## src/rtl/clb_cfg_loader.sv

```systemverilog
// ---------------------------------------------------------------------------------------------
// clb_cfg_loader
//
// Serial configuration loader for one CLB tile. Frames arrive on a daisy-chained config chain.
// Each frame has an ID header (MSB first) followed by a payload (bit k -> cfg[k]). A frame whose
// header matches this tile, or the all-ones broadcast ID when enabled, is shifted into a shadow
// register. The shadow register is copied onto the cfg bus in a single cycle, so the CLB never
// sees a half-loaded word. All chain traffic is forwarded, one cycle late, to the next tile.
//
// Ports:
//   clk            global clock
//   rst_n          synchronous reset, active low
//   cfg_in_start   frame start strobe from upstream
//   cfg_bit_in     serial config data from upstream
//   cfg_out_start  cfg_in_start delayed one cycle, to downstream
//   cfg_bit_out    cfg_bit_in delayed one cycle, to downstream
//   cfg            committed configuration word driving the CLB
//   cfg_valid      set once any frame has committed since reset
//   busy           high while a frame is in header, payload or commit
// ---------------------------------------------------------------------------------------------
module clb_cfg_loader #(
  parameter int unsigned ID_WIDTH = 3,
  parameter int unsigned ID       = 0,
  parameter int unsigned CFG_SIZE = 256,
  parameter int unsigned BCAST_EN = 1
) (
  input  logic                clk,
  input  logic                rst_n,
  input  logic                cfg_in_start,
  input  logic                cfg_bit_in,
  output logic                cfg_out_start,
  output logic                cfg_bit_out,
  output logic [CFG_SIZE-1:0] cfg,
  output logic                cfg_valid,
  output logic                busy
);

  localparam int unsigned CntW    = $clog2(CFG_SIZE + 1);
  localparam int unsigned IdxW    = (CFG_SIZE > 1) ? $clog2(CFG_SIZE) : 1;
  localparam int unsigned HdrCntW = $clog2(ID_WIDTH + 1);

  localparam logic [CntW-1:0]     LastBit = CntW'(CFG_SIZE - 1);
  localparam logic [HdrCntW-1:0]  LastHdr = HdrCntW'(ID_WIDTH - 1);
  localparam logic [ID_WIDTH-1:0] TileId  = ID_WIDTH'(ID);
  localparam logic [ID_WIDTH-1:0] BcastId = '1;

  typedef enum logic [1:0] {
    StIdle,
    StHdr,
    StPayload,
    StCommit
  } state_e;

  // A one-bit header is complete on the start cycle itself, so the frame skips straight to payload.
  localparam state_e StFirst = (ID_WIDTH == 1) ? StPayload : StHdr;

  state_e state_q, state_d;

  logic [ID_WIDTH-1:0] hdr_q;
  logic [HdrCntW-1:0]  hdr_cnt_q;
  logic [CntW-1:0]     cnt_q;
  logic                match_q;
  logic [CFG_SIZE-1:0] shadow_q;

  logic [ID_WIDTH-1:0] hdr_first;
  logic [ID_WIDTH-1:0] hdr_shift;

  // Decoded control strobes
  logic frame_start;
  logic hdr_en;
  logic pay_en;
  logic commit;

  function automatic logic is_match(input logic [ID_WIDTH-1:0] h);
    return (h == TileId) || ((BCAST_EN != 0) && (h == BcastId));
  endfunction

  assign hdr_first = ID_WIDTH'(cfg_bit_in);
  // Shift left, new bit enters at LSB; the oldest (MSB) bit ends up on top after ID_WIDTH bits.
  assign hdr_shift = ID_WIDTH'({hdr_q, cfg_bit_in});

  // ------------------------------------------------------------------------------------------
  // State register
  // ------------------------------------------------------------------------------------------
  always_ff @(posedge clk) begin
    if (!rst_n) begin
      state_q <= StIdle;
    end else begin
      state_q <= state_d;
    end
  end

  // ------------------------------------------------------------------------------------------
  // Next-state logic. A start strobe restarts the frame from any state; from COMMIT the commit
  // itself still happens this cycle (see output logic).
  // ------------------------------------------------------------------------------------------
  always_comb begin
    state_d = state_q;
    if (cfg_in_start) begin
      state_d = StFirst;
    end else begin
      unique case (state_q)
        StIdle: begin
          state_d = StIdle;
        end
        StHdr: begin
          if (hdr_cnt_q == LastHdr) begin
            state_d = StPayload;
          end
        end
        StPayload: begin
          // Mismatched frames still run their full length before going idle.
          if (cnt_q == LastBit) begin
            state_d = match_q ? StCommit : StIdle;
          end
        end
        StCommit: begin
          state_d = StIdle;
        end
        default: begin
          state_d = StIdle;
        end
      endcase
    end
  end

  // ------------------------------------------------------------------------------------------
  // Output / control decode
  // ------------------------------------------------------------------------------------------
  always_comb begin
    frame_start = cfg_in_start;
    hdr_en      = (state_q == StHdr) && !cfg_in_start;
    pay_en      = (state_q == StPayload) && !cfg_in_start;
    commit      = (state_q == StCommit);
  end

  // ------------------------------------------------------------------------------------------
  // Datapath
  // ------------------------------------------------------------------------------------------
  always_ff @(posedge clk) begin
    if (!rst_n) begin
      cfg_out_start <= 1'b0;
      cfg_bit_out   <= 1'b0;
      busy          <= 1'b0;
      hdr_q         <= '0;
      hdr_cnt_q     <= '0;
      cnt_q         <= '0;
      match_q       <= 1'b0;
      shadow_q      <= '0;
      cfg           <= '0;
      cfg_valid     <= 1'b0;
    end else begin
      // Chain pass-through is unconditional.
      cfg_out_start <= cfg_in_start;
      cfg_bit_out   <= cfg_bit_in;

      busy <= (state_d != StIdle);

      if (frame_start) begin
        hdr_q     <= hdr_first;
        hdr_cnt_q <= HdrCntW'(1);
        cnt_q     <= '0;
        // Only final for one-bit headers; otherwise overwritten as the header completes.
        match_q   <= is_match(hdr_first);
      end else if (hdr_en) begin
        hdr_q     <= hdr_shift;
        hdr_cnt_q <= hdr_cnt_q + HdrCntW'(1);
        match_q   <= is_match(hdr_shift);
      end else if (pay_en) begin
        if (match_q) begin
          shadow_q[cnt_q[IdxW-1:0]] <= cfg_bit_in;
        end
        cnt_q <= cnt_q + CntW'(1);
      end

      if (commit) begin
        cfg       <= shadow_q;
        cfg_valid <= 1'b1;
      end
    end
  end

endmodule

```

## config.mk

```make
export PLATFORM = sky130hd
export DESIGN_NAME = clb_cfg_loader
export DESIGN_NICKNAME = d
export VERILOG_FILES = /design/src/rtl/clb_cfg_loader.sv
export SDC_FILE = /design/constraint.sdc
export NUM_CORES = 1
export LEC_CHECK = 0
export ABC_CLOCK_PERIOD_IN_PS = 1800
export CORE_MARGIN = 3
export CORE_UTILIZATION = 55
export DETAILED_ROUTE_END_ITERATION = 8
export PLACE_DENSITY = 0.79
export SYNTH_ARGS = -nofsm -noshare
export SYNTH_HDL_FRONTEND = slang
export SYNTH_SLANG_ARGS = --single-unit
```

## constraint.sdc

```tcl
create_clock -name clk -period 1.8 [get_ports clk]
set_input_delay 0.27 -clock clk [delete_from_list [all_inputs] [get_ports clk]]
set_output_delay 0.27 -clock clk [all_outputs]
set_load 0.01 [all_outputs]
```

==> impl_metrics.py, run 1 <==
metrics = {
    "setup_path": {
        "critPathCaptureType": "primary output",
        "cp_num_cells": 1,
        "cp_num_buf_inv": 1,
        "path_max_fanout": 2,
        "r2r_cells": 5,
        "rrSetupSlack_ns": 0.10,
        "r2r_start": "cnt_q[0]",
        "cp-start-kind": "flop",
        "worstPathRequired_ns": 1.53,
        "crit_slowest_cell": "clkdlybuf4s50_1",
        "arrival_ns": 1.49,
        "crit_chain": "clkdlybuf4s50_1",
        "cp_top_family": "buffers and inverters",
        "critical_path_class": "flop to primary output",
        "cp-endpoint": "cfg[206]",
        "timing.rr.end": "shadow_q[159]",
        "critical_path.startpoint": "cfg[206]",
        "max_stage_delay_ns": 0.56,
    },
    "timing": {
        "finalCritPeriodShare": 0.975,
        "period_minus_slack_ns": 1.76,
        "final_hold_viol_count": 0,
        "rsz0062_at_grt": "no",
        "setup_viol": 0,
        "timing.fmax_ghz": 0.570,
        "max_slew_margin": 0.689,
        "skew_ns": 0.0170,
        "tns_ns": 0,
        "tightest_slew_ns": 0.467,
        "drv_slew": 0,
    },
    "global_route": {
        "grt_pass1_wl_mm": 92.2,
        "grt_pass1_vias": 18000,
        "grt_use_total": 0.281,
        "grt_antenna_before_repair": 1,
        "grt_max_degree": 85,
        "overflow": 0,
    },
    "synthesis": {
        "synth_fp_nets": 2436,
        "async_flop_share": 0,
        "synthTopCellsByArea": "dfxtp_1, nand2_1, mux2i_1",
        "ys.flop_type": "dfxtp_1",
        "synth_top_area_frac": 0.515,
        "synth.area.mux_share": 0.125,
        "syn_area_mm2": 0.0207,
        "synth-simple-area-share": 0.233,
        "synth.ff_latch_count": 532,
        "synth-seq-area-share": 0.515,
        "synthDistinctLibCells": 36,
        "yosys.area.top_type": "dfxtp_1",
        "synth_fa_ha_area_frac": 0.00363,
        "synth_top_family_by_area": "simple AND/OR/NAND/NOR gates",
        "synth-compound-area-share": 0.0684,
        "synthCells": 2426,
        "synth_xor_area_frac": 0.00127,
        "yosys_warnings": 0,
        "synth.most_common_cell": "nand2_1",
        "synth.avg_cell_area_um2": 8.53,
        "synth_common_cells": "nand2_1, dfxtp_1, a21oi_1, mux2i_1, nand4_1",
        "synth_edf_count": 0,
    },
    "layout": {
        "syn2layout_area_growth_pct": 25.4,
        "fill_cells": 2769,
        "fin_nets": 2575,
        "fin_cells": 3107,
        "fin_util": 0.704,
        "drive_gt1_frac": 0.0711,
    },
    "power_and_ir_drop": {
        "sw_frac_of_total": 0.211,
        "pwr-share-comb": 0.023,
        "ir_drop_mv": 0.723,
        "p_int_mw": 18.4,
        "seq_power_share": 0.506,
        "p_leak_nw": 11.1,
        "powerDensity_mw_per_mm2": 899,
        "switchingPower_mw": 4.91,
        "pwr-share-clk": 0.472,
    },
    "die": {
        "core-area_mm2": 0.0369,
        "fp.dieH_um": 200,
        "io_pins": 264,
        "die-area_mm2": 0.0400,
        "start_util": 0.561,
        "die_w_um": 200,
        "rows": 70,
    },
    "job": {
        "drv_cap": 0,
    },
    "placed_design": {
        "port-buffer-count": 263,
        "place.gp.congestion": 0.838,
        "place_inst": 3015,
        "hpwl_mm": 35.2,
    },
    "route": {
        "via_per_inst": 5.83,
        "drcViolationCount": 0,
        "dr.pass1.iters": 5,
        "drt-initial-drc-count": 1609,
        "vias": 18100,
        "antenna_left": 0,
        "post_drt_wl_per_cell_um": 18.5,
        "drt_wl_total_mm": 57.6,
    },
    "clock_tree": {
        "clkSlewWorstSetupHoldPaths_ns": 0.06,
        "htreeDepth": 2,
        "numCtsBuffers": 52,
        "cts_tree": "done",
        "cts.sinks": 532,
        "cts_root_buffer": "clkbuf_16",
        "worstSkewPairLatency_ns": 0.59,
        "holdBufCountCts": 0,
        "cts_max_path_buffers": 3,
    },
    "worst_hold_path": {
        "hold_class": "input pin to flop",
        "worstHoldPathCells": 3,
        "hold_start": "rst_n",
    },
    "run_status": {
        "outcome": "finished clean",
    },
}
flip-flops by register name (all words and copies together), names as in the netlist:
signal         flops
cfg              256
shadow_q         256
cnt_q              9
hdr_cnt_q          2
hdr_q              2
state_q            2
busy               1
cfg_bit_out        1
cfg_out_start      1
cfg_valid          1
match_q            1
area by class of cell:
type / instances / area [µm²] / area share
inverter: 9 / 41.3 / 0.00159
tap: 504 / 631 / 0.0243
multi-input combinational: 1626 / 8990 / 0.346
sequential: 532 / 10700 / 0.410
clock inverter: 7 / 91.3 / 0.00352
clock buffer: 84 / 1640 / 0.0633
antenna: 1 / 2.50 / 0.0000964
timing repair buffer: 344 / 3910 / 0.150
worst min-delay path by stage:
stage / to / slack (ns)
after floorplan: hdr_q[0] / 0.43
after global placement: cfg[201] / 0.44
after detailed placement: cfg[99] / 0.44
after CTS: shadow_q[110] / 0.04
after global routing: shadow_q[18] / 0.07
final: shadow_q[110] / 0.07
metal layers:
metal | GRT usage | vias to the layer above | share of wire
met5 | 0 | - | 0
met4 | 0.110 | 0 | 0.030
li1 | - | 8506 | -
met1 | 0.364 | 8797 | 0.42
met2 | 0.472 | 700 | 0.49
met3 | 0.0470 | 125 | 0.068
logic make-up after synthesis:
logic type	count (synthesis)
simple gates	1080
flops	532
compound gates	279
buf+inv	268
mux	258
fa+ha+maj	6
xor+xnor	3
through the flow:
step	worst slack [ns]	hold WS [ns]	area, µm²	total power, mW
after floorplan	0.313	0.431	20700	12.4
after global placement	-0.0918	0.435	24200	12.6
after detailed placement	-0.0849	0.442	24200	12.6
after CTS	0.00168	0.0437	25900	23.4
after global routing	0.000416	0.0703	26000	23.9
final	0.0443	0.0677	26000	23.3
repair_timing:
item,4_1_cts,5_1_grt
endpoints found under the setup margin,51,42
gates resized for setup,51,43
setup buffers,0,0
pin swaps,0,0
power groups by stage:
| stage | clock [mW] | combinational [mW] | sequential (mW) |
|---|---|---|---|
| floorplan | 0 | 0.323 | 12.1 |
| global placement | 0 | 0.518 | 12.1 |
| detailed placement | 0 | 0.522 | 12.1 |
| CTS | 11.1 | 0.524 | 11.8 |
| global route | 11.6 | 0.563 | 11.8 |
| finish | 11.0 | 0.528 | 11.8 |
cell usage in the layout, fill, tap and decap left out, drive strengths merged, types with 2 or more instances in the layout:
master / synthesis / final
a211oi: 2 / 2
a21oi: 266 / 266
a31oi: 2 / 2
and2: 3 / 3
and3: 2 / 2
and3b: 2 / 2
and4bb: 4 / 4
buf: 134 / 81
bufinv: 0 / 2
clkbuf: 125 / 85
clkdlybuf4s50: 0 / 171
clkinv: 0 / 3
dfxtp: 532 / 532
dlygate4sd2: 0 / 51
dlymetal6s2s: 0 / 40
ha: 6 / 6
inv: 9 / 10
mux2i: 258 / 258
nand2: 780 / 780
nand2b: 3 / 3
nand3: 2 / 2
nand4: 256 / 256
nor2: 11 / 11
nor2b: 6 / 6
o21ai: 4 / 4
o31ai: 4 / 4
or4: 3 / 3
xnor2: 3 / 3
Power figures use the tool's default switching activity.
==> run 2: changes to the inputs <==
--- a/config.mk
+++ b/config.mk
@@ -10,6 +10,7 @@
 export CORE_UTILIZATION = 55
 export DETAILED_ROUTE_END_ITERATION = 8
 export PLACE_DENSITY = 0.79
+export SLEW_MARGIN = 20
 export SYNTH_ARGS = -nofsm -noshare
 export SYNTH_HDL_FRONTEND = slang
 export SYNTH_SLANG_ARGS = --single-unit
==> results of run 2 <==
Final layout, timing and power as in run 1 (identical DEF).
